### src/rtl/pal_cfg_loader.sv
// pal_cfg_loader: upstream configuration stage for the PAL array.
// Takes W-bit words from a host over valid/ready and shifts exactly
// SR_LEN = 2*N*P + P*M bits, MSB first, onto the PAL serial config chain
// using a self-generated shift clock (2 CLK per bit).
//
// Handshake: a word transfers on a rising CLK edge where WORD_VALID and
// WORD_READY are both 1; WORD_READY depends only on state (high in LOAD),
// never on WORD_VALID, and WORD_VALID outside LOAD is ignored.
//
// Optional feature: define CFG_CRC_EN to build a bit-serial CRC-8
// (poly 0x07, init 0x00) over the shifted stream; otherwise CRC_OUT is 0.
//
// DBG_STATE exposes the FSM state for debug/checker binding.
module pal_cfg_loader #(
    parameter int N = 8,
    parameter int M = 8,
    parameter int P = 8,
    parameter int W = 8
) (
    input  logic         CLK,
    input  logic         RST,
    input  logic         START,
    input  logic [W-1:0] WORD_IN,
    input  logic         WORD_VALID,
    output logic         WORD_READY,
    output logic         BUSY,
    output logic         DONE,
    output logic         CFG_SCLK,
    output logic         CFG_DATA,
    output logic [7:0]   CRC_OUT,
    output logic [2:0]   DBG_STATE
);

    localparam int SR_LEN = 2*N*P + P*M;
    localparam int CW     = $clog2(SR_LEN + 1);
    localparam int BW     = $clog2(W + 1);

    localparam logic [CW-1:0] SR_LEN_C = CW'(SR_LEN);
    localparam logic [BW-1:0] W_C      = BW'(W);

    typedef enum logic [2:0] {
        S_IDLE  = 3'd0,
        S_LOAD  = 3'd1,
        S_SH_LO = 3'd2,
        S_SH_HI = 3'd3,
        S_DONE  = 3'd4
    } state_t;

    state_t        r_state;
    logic          r_busy;
    logic          r_done;
    logic          r_cfg_sclk;
    logic          r_cfg_data;
    logic [W-1:0]  r_word;
    logic [CW-1:0] r_bit_cnt;
    logic [BW-1:0] r_bit_in_word;
    logic [W-1:0]  w_word_shl;

    // Word register shifted by one; its MSB is the next bit to present.
    assign w_word_shl = r_word << 1;

    // Main load sequencer. The bit counters advance on entry to SH_HI so
    // that the exit decision in SH_HI sees the count including the bit
    // the PAL is sampling in that cycle.
    always_ff @(posedge CLK) begin
        if (RST) begin
            r_state       <= S_IDLE;
            r_busy        <= 1'b0;
            r_done        <= 1'b0;
            r_cfg_sclk    <= 1'b0;
            r_cfg_data    <= 1'b0;
            r_word        <= '0;
            r_bit_cnt     <= '0;
            r_bit_in_word <= '0;
        end else begin
            case (r_state)
                S_IDLE: begin
                    if (START) begin
                        r_state   <= S_LOAD;
                        r_busy    <= 1'b1;
                        r_done    <= 1'b0;
                        r_bit_cnt <= '0;
                    end
                end
                S_LOAD: begin
                    if (WORD_VALID) begin
                        r_word        <= WORD_IN;
                        r_cfg_data    <= WORD_IN[W-1];
                        r_bit_in_word <= '0;
                        r_state       <= S_SH_LO;
                    end
                end
                S_SH_LO: begin
                    r_cfg_sclk    <= 1'b1;
                    r_bit_cnt     <= r_bit_cnt + CW'(1);
                    r_bit_in_word <= r_bit_in_word + BW'(1);
                    r_state       <= S_SH_HI;
                end
                S_SH_HI: begin
                    r_cfg_sclk <= 1'b0;
                    if (r_bit_cnt == SR_LEN_C) begin
                        // Whole chain shifted; any leftover low bits of
                        // the final word are simply dropped.
                        r_state <= S_DONE;
                        r_busy  <= 1'b0;
                        r_done  <= 1'b1;
                    end else if (r_bit_in_word == W_C) begin
                        r_state <= S_LOAD;
                    end else begin
                        r_word     <= w_word_shl;
                        r_cfg_data <= w_word_shl[W-1];
                        r_state    <= S_SH_LO;
                    end
                end
                S_DONE: begin
                    r_state <= S_IDLE;
                end
                default: begin
                    r_state <= S_IDLE;
                end
            endcase
        end
    end

`ifdef CFG_CRC_EN
    logic [7:0] r_crc;
    logic       w_crc_fb;
    logic [7:0] w_crc_next;

    assign w_crc_fb   = r_crc[7] ^ r_cfg_data;
    assign w_crc_next = {r_crc[6:0], 1'b0} ^ (w_crc_fb ? 8'h07 : 8'h00);

    // CRC absorbs the presented bit on the same edge the PAL sees SCLK rise.
    always_ff @(posedge CLK) begin
        if (RST) begin
            r_crc <= 8'h00;
        end else if ((r_state == S_IDLE) && START) begin
            r_crc <= 8'h00;
        end else if (r_state == S_SH_LO) begin
            r_crc <= w_crc_next;
        end
    end

    assign CRC_OUT = r_crc;
`else
    assign CRC_OUT = 8'h00;
`endif

    assign WORD_READY = (r_state == S_LOAD);
    assign BUSY       = r_busy;
    assign DONE       = r_done;
    assign CFG_SCLK   = r_cfg_sclk;
    assign CFG_DATA   = r_cfg_data;
    assign DBG_STATE  = r_state;

endmodule

### config.mk
export PLATFORM = sky130hd
export DESIGN_NAME = pal_cfg_loader
export DESIGN_NICKNAME = d
export VERILOG_FILES = /design/src/rtl/pal_cfg_loader.sv
export SDC_FILE = /design/constraint.sdc
export NUM_CORES = 1
export LEC_CHECK = 0
export CAP_MARGIN = 20
export CORE_UTILIZATION = 50
export CTS_CLUSTER_DIAMETER = 50
export DETAILED_ROUTE_END_ITERATION = 16
export GPL_TIMING_DRIVEN = 0
export HOLD_SLACK_MARGIN = 0.1
export MAX_ROUTING_LAYER = met4
export PLACE_DENSITY = 0.86
export SKIP_CTS_REPAIR_TIMING = 1
export SLEW_MARGIN = 10
export SYNTH_ARGS = -nofsm -noshare
export SYNTH_HDL_FRONTEND = slang
export SYNTH_SLANG_ARGS = --single-unit
export TNS_END_PERCENT = 30
### constraint.sdc
create_clock -name CLK -period 1.62 [get_ports CLK]
set_input_delay 0.405 -clock CLK [delete_from_list [all_inputs] [get_ports CLK]]
set_output_delay 0.405 -clock CLK [all_outputs]
set_load 0.1 [all_outputs]
Yosys cells after proc, flatten, opt, wreduce, memory -nomap -nowiden
Index checks and enable logic that the tools add are counted. Widths: inputs -> output; s select.

Flip-flop bits (word level): 26. Word-level logic and storage cells: 55. Output and inout bits: 16.

Reductions and logical operators: 11. Add/sub/neg operators: 2. Multiplexer cells: 24. Equality and inequality tests: 10.

Operators by type and width (number): $mux 7 (3); $pmux 8 s2 (1); $pmux 7 s2 (1); $pmux 3 s4 (1); $ne 2x2->1 const B (5); $reduce_bool 2->1 (5); $mux 3 (3); $add 8x1->8 const B (1); $eq 8x8->1 const B (1); $mux 8 (1); $pmux 1 s2 (4); $pmux 4 s2 (1); $mux 1 (7); $eq 3x2->1 const B (2); $reduce_and 2->1 (3); $add 4x1->4 const B (1); $eq 4x4->1 const B (1); $mux 4 (1); $reduce_and 4->1 (1); $eq 3x1->1 const B (1); $logic_not 3->1 (1); $reduce_and 3->1 (1); $mux 2 (1).

Depth between registers and ports, before layout
Gate-level depths: netlist (run 1).

Word-level depth: 4. Mapped depth: 6.

Worst setup path before layout (run 1)
No wires, ideal clock.

Path type: flip-flop to output port. Start point: reg r_state[0], in the netlist DBG_STATE[0]. End point: out WORD_READY. Arrival time: 2.058 ns. Path slack: -0.843 ns. Stages on the path, launching flop included: 3. Data required time: 1.215 ns. Cell sequence: dfxtp_1 buf_2 and2_1.

Longest elaborated chain between the ends: 1.

RTL lines: start: declaration (RTL line 49) `state_t r_state;`; start signal: assignment (RTL line 67) `r_state <= S_IDLE;`; start signal: assignment (RTL line 79) `r_state <= S_LOAD;`; start signal: assignment (RTL line 90) `r_state <= S_SH_LO;`; $eq 3x1->1 (RTL line 149) `assign WORD_READY = (r_state == S_LOAD);`; end: declaration (RTL line 25) `output logic WORD_READY,`.

Every way passes these cells.

Worst setup path after layout (run 1)
Start point: reg r_state[2], in the netlist DBG_STATE[2]. End point: out WORD_READY.

The elaborated chain is that of the path after synthesis.

==> reports/qor.json, run 1 <==
{
  "routed_wire_length_um": 3130,
  "power_per_cell_area_mw_per_mm2": 819,
  "cts_max_level": 1,
  "vias_in_the_first_global_route": 1097,
  "antenna_violating_nets_post_route": 0,
  "synth-warning-count": 0,
  "max-slew-margin-rel_pct": 61.2,
  "post_route_cells_drive_above_1_share_pct": 19.7,
  "boundaryPins": 28,
  "antenna_violations_before_repair": 0,
  "synth.distinct_cells": 42,
  "synth_area_per_cell_sq_um": 8.21,
  "hold-path-endpoint": "r_word[0]",
  "regToRegEndpoint": "r_bit_cnt[5]",
  "cts_tree": "done",
  "violations": "negative setup slack",
  "cts_inserted_buffers": 3,
  "coreArea_sq_mm": 0.00254,
  "fp.dieArea_sq_mm": 0.00299,
  "endpoint_kind": "primary output",
  "critPathMaxFanout": 10,
  "finalHoldViolCount": 0,
  "asyncSetResetFlopFracSynth_pct": 0,
  "setup.worst_path.start_class": "register",
  "fp-row-count": 18,
  "max_cap_viol_count": 0,
  "ys_ff_latch": 26,
  "chipWidth_um": 54.7,
  "place.gp.congestion": 0.892,
  "hold_path_class": "register to register",
  "syn_inst": 169,
  "layout_worst_path_cycle_share_pct": 112,
  "cp.arrival_ps": 1410,
  "drt_pass1_iterations": 4,
  "timing.critical_path.required_ps": 1210,
  "grt_first_pass_wirelength_um": 4710,
  "tritoncts_num_sinks": 26,
  "dp_hpwl_um": 2230,
  "floorplan.die.height_um": 54.7,
  "timing.hold.worst_path_depth": 2,
  "cts_root_buffer": "sky130_fd_sc_hd__clkbuf_4",
  "worst-slew-pin-transition_ps": 578,
  "grt_util_all_layers_pct": 22.1,
  "clock_pin_slew_worst_setup_and_hold_paths_ps": 150,
  "start_util_pct": 54.5,
  "antennaDiodeCount": 0,
  "reg2reg_depth": 6,
  "criticalPathCategory": "register to primary output",
  "detail_route.vias_per_cell": 5.64,
  "synthesis.area_sq_mm": 0.00139,
  "synth-edff-count": 0,
  "post_synth_top_flop": "sky130_fd_sc_hd__dfxtp_1",
  "synthMostInstantiatedCell": "sky130_fd_sc_hd__dfxtp_1",
  "wire_per_inst_um": 13.7,
  "clock_insertion_delay_worst_skew_ps": 330,
  "status": "finished with violations",
  "reg2reg_from": "DBG_STATE[2]",
  "timing.final.max_slew_violations": 0,
  "whs_ps": 486,
  "stdcell_area_sq_mm": 0.00168,
  "power.leakage_uw": 0.000711,
  "count_of_routing_violations_after_the_opening_detailed_route_iteration": 34,
  "grt_start_max_net_pins": 15,
  "synthDominantCellAreaShare_pct": 37.5,
  "setup_viol": 1,
  "clock_path_buffers": 2,
  "postPlaceCellArea_sq_mm": 0.00166,
  "max-vdd-ir-drop_v": 0.000684,
  "layout-area-overhead-vs-synth_pct": 21.0,
  "dr_total_vias": 1285,
  "finalClockSkew_ps": 11.1,
  "synth.top_cells.by_area": "sky130_fd_sc_hd__dfxtp_1 38%, sky130_fd_sc_hd__a21oi_1 7.2%, sky130_fd_sc_hd__nor2_1 6.0%",
  "portBuffers": 18,
  "grt_setup_unrepaired": "yes",
  "yosys-top-cells-count": "26 x sky130_fd_sc_hd__dfxtp_1, 22 x sky130_fd_sc_hd__nor2_1, 20 x sky130_fd_sc_hd__a21oi_1, 10 x sky130_fd_sc_hd__nand2_1, 8 x sky130_fd_sc_hd__buf_4",
  "worst-r2r-setup-slack_ps": 30,
  "worst_slack_setup_final_ps": -197,
  "finish.net_count": 215,
  "synth_seq_area_share_pct": 37.5,
  "grt.overflow.total": 0,
  "fin_crit_ps": 1820,
  "detail_route.drc_violations": 0,
  "worstHoldStart": "r_word[0]",
  "clock.fmax_mhz": 550,
  "synth_largest_area_cell": "sky130_fd_sc_hd__dfxtp_1"
}
[cells in the final DEF, fill, tap and decap left out, types with 4 or more instances in the layout]
| master | n |
|---|---|
| sky130_fd_sc_hd__inv_1 | 5 |
| sky130_fd_sc_hd__nand2_1 | 9 |
| sky130_fd_sc_hd__mux2i_1 | 7 |
| sky130_fd_sc_hd__buf_4 | 9 |
| sky130_fd_sc_hd__a21oi_1 | 20 |
| sky130_fd_sc_hd__nand3_1 | 6 |
| sky130_fd_sc_hd__conb_1 | 8 |
| sky130_fd_sc_hd__ha_1 | 4 |
| sky130_fd_sc_hd__a21boi_1 | 5 |
| sky130_fd_sc_hd__clkdlybuf4s50_1 | 10 |
| sky130_fd_sc_hd__o21ai_0 | 7 |
| sky130_fd_sc_hd__nor2_1 | 21 |
| sky130_fd_sc_hd__clkbuf_2 | 7 |
| sky130_fd_sc_hd__dfxtp_1 | 21 |
| sky130_fd_sc_hd__nand3b_1 | 4 |
[through the flow]
step	instances	util [%]	worst slack, ps	power (uW)	setup TNS [ps]
CTS	228	66.1	-1130	1370	-6360
global placement	224	65.1	-736	1080	-4220
finish	228	66.0	-197	1380	-197
global route	228	66.0	-269	1410	-601
floorplan	176	-	-39.0	1010	-39.0
detailed placement	224	65.1	-751	1090	-5130
[routing by layer]
layer	vias to the layer above	routed length, um	track usage (%)
met2	42	1530	34.9
met1	608	1400	28.6
met5	-	0	-
met3	4	168	2.78
li1	631	-	-
met4	0	26	8.12
[cell type report]
| type | instances | area, sq um |
|---|---|---|
| inverter | 5 | 18.8 |
| tap | 30 | 37.5 |
| clock buffer | 4 | 26.3 |
| buffer | 17 | 119 |
| multi-input combinational | 128 | 793 |
| timing repair buffer | 18 | 150 |
| fill | 222 | 866 |
| sequential | 26 | 534 |
[state kept, by name, indices dropped and copies added, names as in the netlist]
| name | cells |
|---|---|
| BUSY | 1 |
| CFG_SCLK | 1 |
| r_bit_cnt | 8 |
| DBG_STATE | 3 |
| r_bit_in_word | 4 |
| r_word | 7 |
| CFG_DATA | 1 |
| DONE | 1 |
[critical path, stage by stage (launching register included)]
cell                      delay, ps
sky130_fd_sc_hd__dfxtp_4        370
sky130_fd_sc_hd__buf_2          170
sky130_fd_sc_hd__nor2_2         160
sky130_fd_sc_hd__and2_4         190
sky130_fd_sc_hd__buf_8          190
[report_power, final]
group	switching (uW)	internal [uW]
combinational	282	117
clock	198	96.4
sequential	16.4	666
total	496	879
[cell families (layout without fill, tap and decap cells)]
kind of cell             count (synthesis)  in the layout  synth area share, %
AO/OA/AOI/OAI                           43             43                 18.5
XOR/XNOR                                 2              2                 1.26
adder cells (fa/ha/maj)                  4              4                 3.61
buffers and inverters                   22             44                 8.93
flip-flops                              26             26                 37.5
multiplexers                             7              7                 5.05
other                                    1              8                0.270
AND/OR/NAND/NOR                         64             64                 24.9
[worst max-delay path by stage]
stage                 start      endpoint  slack (ps)  depth (start not counted)
2_1_floorplan  DBG_STATE[1]  r_bit_cnt[5]         -40                          4
3_3_place_gp   DBG_STATE[2]    WORD_READY        -740                          4
3_5_place_dp   DBG_STATE[2]    WORD_READY        -750                          4
4_1_cts        DBG_STATE[2]    WORD_READY       -1130                          4
5_1_grt        DBG_STATE[2]    WORD_READY        -270                          4
6_report       DBG_STATE[2]    WORD_READY        -200                          4
Power figures use the tool's default switching activity.
==> inputs of run 2 (changes only) <==
Settings changed: GPL_TIMING_DRIVEN 0 to 1, TNS_END_PERCENT 30 to 10.
==> reports/qor.json, run 2 (synthesis results as in run 1) <==
{
  "status": "finished, final reports clean",
  "floorplan.die.height_um": 54.7,
  "cts_max_level": 1,
  "place.gp.congestion": 0.830,
  "coreArea_sq_mm": 0.00254,
  "grt_setup_unrepaired": "yes",
  "routed_wire_length_um": 3350,
  "instances_no_fill": 232,
  "cts_root_buffer": "sky130_fd_sc_hd__clkbuf_4",
  "fin_crit_ps": 1590,
  "finalHoldViolCount": 0,
  "dp_cells": 219,
  "grt_first_pass_wirelength_um": 4830,
  "post_route_cells_drive_above_1_share_pct": 21.8,
  "start_util_pct": 54.5,
  "antennaDiodeCount": 0,
  "largestRegisters": "r_bit_cnt (8), r_word (7), r_bit_in_word (4)",
  "fp-row-count": 18,
  "clock_path_buffers": 2,
  "hold_path_class": "register to register",
  "grt.overflow.total": 0,
  "vias_in_the_first_global_route": 1131,
  "dr_total_vias": 1349,
  "clock_pin_slew_worst_setup_and_hold_paths_ps": 150,
  "tritoncts_num_sinks": 26,
  "portBuffers": 19,
  "finish.net_count": 219,
  "chipWidth_um": 54.7,
  "detail_route.drc_violations": 0,
  "cts_tree": "done",
  "wire_per_inst_um": 14.4,
  "cts_inserted_buffers": 3,
  "setup.worst_path.start_class": "register",
  "clock_insertion_delay_worst_skew_ps": 320,
  "timing.final.max_slew_violations": 0,
  "final_cell_mix": "21 x sky130_fd_sc_hd__nor2_1, 20 x sky130_fd_sc_hd__dfxtp_1, 20 x sky130_fd_sc_hd__a21oi_1, 17 x sky130_fd_sc_hd__buf_4, 11 x sky130_fd_sc_hd__clkdlybuf4s50_1",
  "fin_util_pct": 72.1,
  "fp.dieArea_sq_mm": 0.00299,
  "dp_hpwl_um": 2340,
  "max-vdd-ir-drop_v": 0.000780,
  "power_per_cell_area_mw_per_mm2": 777,
  "clock.fmax_mhz": 627,
  "power.leakage_uw": 0.000756,
  "stdcell_area_sq_mm": 0.00184,
  "setup_viol": 0,
  "critPathMaxFanout": 3,
  "timing.critical_path.required_ps": 1210,
  "max_cap_viol_count": 0,
  "layout_worst_path_cycle_share_pct": 98.4,
  "criticalPathCategory": "register to primary output",
  "postPlaceCellArea_sq_mm": 0.00171,
  "layout-area-overhead-vs-synth_pct": 32.3,
  "finalClockSkew_ps": 8.61,
  "count_of_routing_violations_after_the_opening_detailed_route_iteration": 37,
  "cp.arrival_ps": 1190,
  "detail_route.vias_per_cell": 5.81,
  "regMostFlops": "r_bit_cnt",
  "whs_ps": 505,
  "largest_register_ffs": 8,
  "endpoint_kind": "primary output",
  "antenna_violating_nets_post_route": 0,
  "antenna_violations_before_repair": 0,
  "boundaryPins": 28,
  "layout.filler_cells": 174,
  "grt_util_all_layers_pct": 23.1,
  "drt_pass1_iterations": 4,
  "layout_commonest_cell": "sky130_fd_sc_hd__nor2_1",
  "grt_start_max_net_pins": 17
}
[run 2: cell count changes in the layout (fill, tap and decap cells not counted), moves of 2 or more]
cell / change
sky130_fd_sc_hd__a21boi_0: +3
sky130_fd_sc_hd__a21boi_1: -3
sky130_fd_sc_hd__buf_12: +9
sky130_fd_sc_hd__buf_2: -3
sky130_fd_sc_hd__buf_4: +8
sky130_fd_sc_hd__clkbuf_1: -2
sky130_fd_sc_hd__clkbuf_2: -7
[run 2: path summary, 6_finish.rpt]
| path | slack [ps] | endpoint | from | cells after the start |
|---|---|---|---|---|
| worst max-delay path | 30 | WORD_READY | DBG_STATE[2] | 3 |
| worst max register to register | 40 | r_bit_cnt[5] | DBG_STATE[2] | 4 |
| worst min-delay path | 500 | r_bit_in_word[0] | r_bit_in_word[0] | 2 |
| worst min register to register | 500 | r_bit_in_word[0] | r_bit_in_word[0] | 2 |
[run 2: layout make-up]
| type | count | area [sq um] | area share [%] |
|---|---|---|---|
| Clock buffer | 4 | 26.3 | 1.43 |
| Inverter | 5 | 18.8 | 1.02 |
| Multi-Input combinational cell | 129 | 788 | 42.9 |
| Sequential cell | 26 | 536 | 29.2 |
| Tap cell | 30 | 37.5 | 2.04 |
| Timing Repair Buffer | 38 | 429 | 23.4 |
[run 2: worst max-delay path: stages, from the launching register on]
cell and delay, ps:
sky130_fd_sc_hd__dfxtp_4 390, sky130_fd_sc_hd__nor2_4 130, sky130_fd_sc_hd__and2_4 170, sky130_fd_sc_hd__buf_12 170
[run 2: metrics by stage]
| step | power (uW) | setup WS [ps] | TNS, ps |
|---|---|---|---|
| floorplan | 1010 | -42.0 | -42.0 |
| global placement | 1110 | -123 | -820 |
| detailed placement | 1130 | -206 | -1340 |
| CTS | 1410 | -116 | -116 |
| global route | 1490 | -36.8 | -48.7 |
| finish | 1430 | 25.6 | 0 |
[run 2: layer usage]
layer | track usage, % | wire (um)
met5 | - | 0
met4 | 5.13 | 14
met3 | 5.83 | 170
met2 | 39.8 | 1800
met1 | 26.6 | 1370
[run 2: report_power, final]
group	switching, uW	leakage (uW)	internal, uW	total (uW)
Clock	195	0.0000150	96.4	292
Combinational	285	0.000526	160	445
Sequential	24.0	0.000215	666	690
Total	504	0.000756	922	1430
==> inputs of run 3 (changes only) <==
Settings changed: CORE_UTILIZATION 50 to 45, PLACE_DENSITY 0.86 to 0.79.
==> reports/qor.json, run 3 (synthesis results as in run 1) <==
{
  "status": "finished with violations",
  "violations": "design-rule violations",
  "detail_route.vias_per_cell": 5.70,
  "grt.overflow.total": 0,
  "finish.net_count": 218,
  "largestRegisters": "r_bit_cnt (8), r_word (7), r_bit_in_word (4)",
  "boundaryPins": 28,
  "chipWidth_um": 57.5,
  "finalPower_uw": 1430,
  "drt_pass1_iterations": 12,
  "setup_viol": 0,
  "place_worst_setup_slack_ps": -235,
  "cts_root_buffer": "sky130_fd_sc_hd__clkbuf_4",
  "power_per_cell_area_mw_per_mm2": 777,
  "fp.dieArea_sq_mm": 0.00331,
  "largest_register_ffs": 8,
  "multi_input_comb_area_sq_um": 782,
  "detail_route.drc_violations": 2,
  "fin_crit_ps": 1610,
  "timing.setup.tns_ps": 0,
  "cp.arrival_ps": 1200,
  "seq_area_sq_um": 541,
  "wire_per_inst_um": 14.2,
  "cts_inserted_buffers": 3,
  "cts_max_level": 1,
  "final_cell_mix": "21 x sky130_fd_sc_hd__nor2_1, 20 x sky130_fd_sc_hd__a21oi_1, 18 x sky130_fd_sc_hd__dfxtp_1, 16 x sky130_fd_sc_hd__buf_4, 11 x sky130_fd_sc_hd__clkdlybuf4s50_1",
  "layout.filler_cells": 243,
  "clock.fmax_mhz": 622,
  "tritoncts_num_sinks": 26,
  "coreArea_sq_mm": 0.00283,
  "instances_no_fill": 232,
  "grt_util_all_layers_pct": 20.4,
  "grt_start_max_net_pins": 25,
  "antenna_violations_before_repair": 0,
  "dp_cells": 219,
  "count_of_routing_violations_after_the_opening_detailed_route_iteration": 39,
  "hold_path_class": "register to register",
  "portBuffers": 19,
  "max_cap_viol_count": 0,
  "setup.worst_path.start_class": "register",
  "routed_wire_length_um": 3290,
  "post_route_cells_drive_above_1_share_pct": 22.9,
  "antennaDiodeCount": 0,
  "regMostFlops": "r_bit_cnt",
  "clock_path_buffers": 2,
  "finalClockSkew_ps": 2.84,
  "clock_pin_slew_worst_setup_and_hold_paths_ps": 140,
  "cts_tree": "done",
  "whs_ps": 486,
  "grt_first_pass_wirelength_um": 5090,
  "layout-area-overhead-vs-synth_pct": 32.6,
  "finalHoldViolCount": 0,
  "antenna_violating_nets_post_route": 0,
  "start_util_pct": 49.0,
  "criticalPathCategory": "register to primary output",
  "worst-r2r-setup-slack_ps": 70,
  "max-vdd-ir-drop_v": 0.000634,
  "vias_in_the_first_global_route": 1168,
  "worst_slack_setup_final_ps": 13.1,
  "layout_commonest_cell": "sky130_fd_sc_hd__nor2_1",
  "layout_worst_path_cycle_share_pct": 99.2,
  "critPathMaxFanout": 8,
  "clock_insertion_delay_worst_skew_ps": 330,
  "floorplan.die.height_um": 57.5,
  "endpoint_kind": "primary output",
  "place.gp.congestion": 0.747,
  "dr_total_vias": 1323,
  "grt_setup_unrepaired": "yes",
  "timing.final.max_slew_violations": 0,
  "fp-row-count": 19,
  "timing.critical_path.required_ps": 1210,
  "power.leakage_uw": 0.000758,
  "dp_hpwl_um": 2310
}
==> run 3: cell types whose count changed in the layout (fill, tap and decap cells not counted), sizes merged <==
| cell | before | now |
|---|---|---|
| or3b | 3 | 2 |
==> run 3: metrics by stage <==
step	utilization (%)	instance area [sq um]
6_report	65.0	1840
5_1_grt	65.0	1840
4_1_cts	61.7	1750
3_5_place_dp	60.8	1720
3_3_place_gp	60.8	1720
2_1_floorplan	-	1430
==> run 3: worst paths after layout <==
check | startpoint | to | depth (start not counted)
max | DBG_STATE[2] | WORD_READY | 3
min | r_word[0] | r_word[0] | 2
max reg2reg | r_bit_cnt[2] | r_word[3] | 5
min reg2reg | r_word[0] | r_word[0] | 2
==> run 3: worst max-delay path, cell delays in order, from the launching register on <==
cell                      delay, ps
sky130_fd_sc_hd__dfxtp_4        400
sky130_fd_sc_hd__nor2_4         130
sky130_fd_sc_hd__and2_4         170
sky130_fd_sc_hd__buf_12         170
==> run 3: power by group <==
group	internal, uW	leakage (uW)	switching (uW)
sequential	665	0.000216	27.6
clock	96.6	0.0000150	197
combinational	162	0.000526	281
total	924	0.000758	506
==> run 3: per-layer routing <==
layer | global-route usage [%] | share of wire [%]
met1 | 23.7 | 40
met2 | 36.0 | 54
met3 | 4.08 | 4.4
met4 | 4.53 | 0.88
met5 | - | 0
==> run 3: final cells by class <==
| cell class | instances | area share [%] |
|---|---|---|
| clock buffer | 4 | 1.43 |
| inverter | 5 | 1.02 |
| multi-input combinational | 128 | 42.5 |
| timing repair buffer | 38 | 23.5 |
| sequential | 26 | 29.4 |
| tap | 31 | 2.11 |
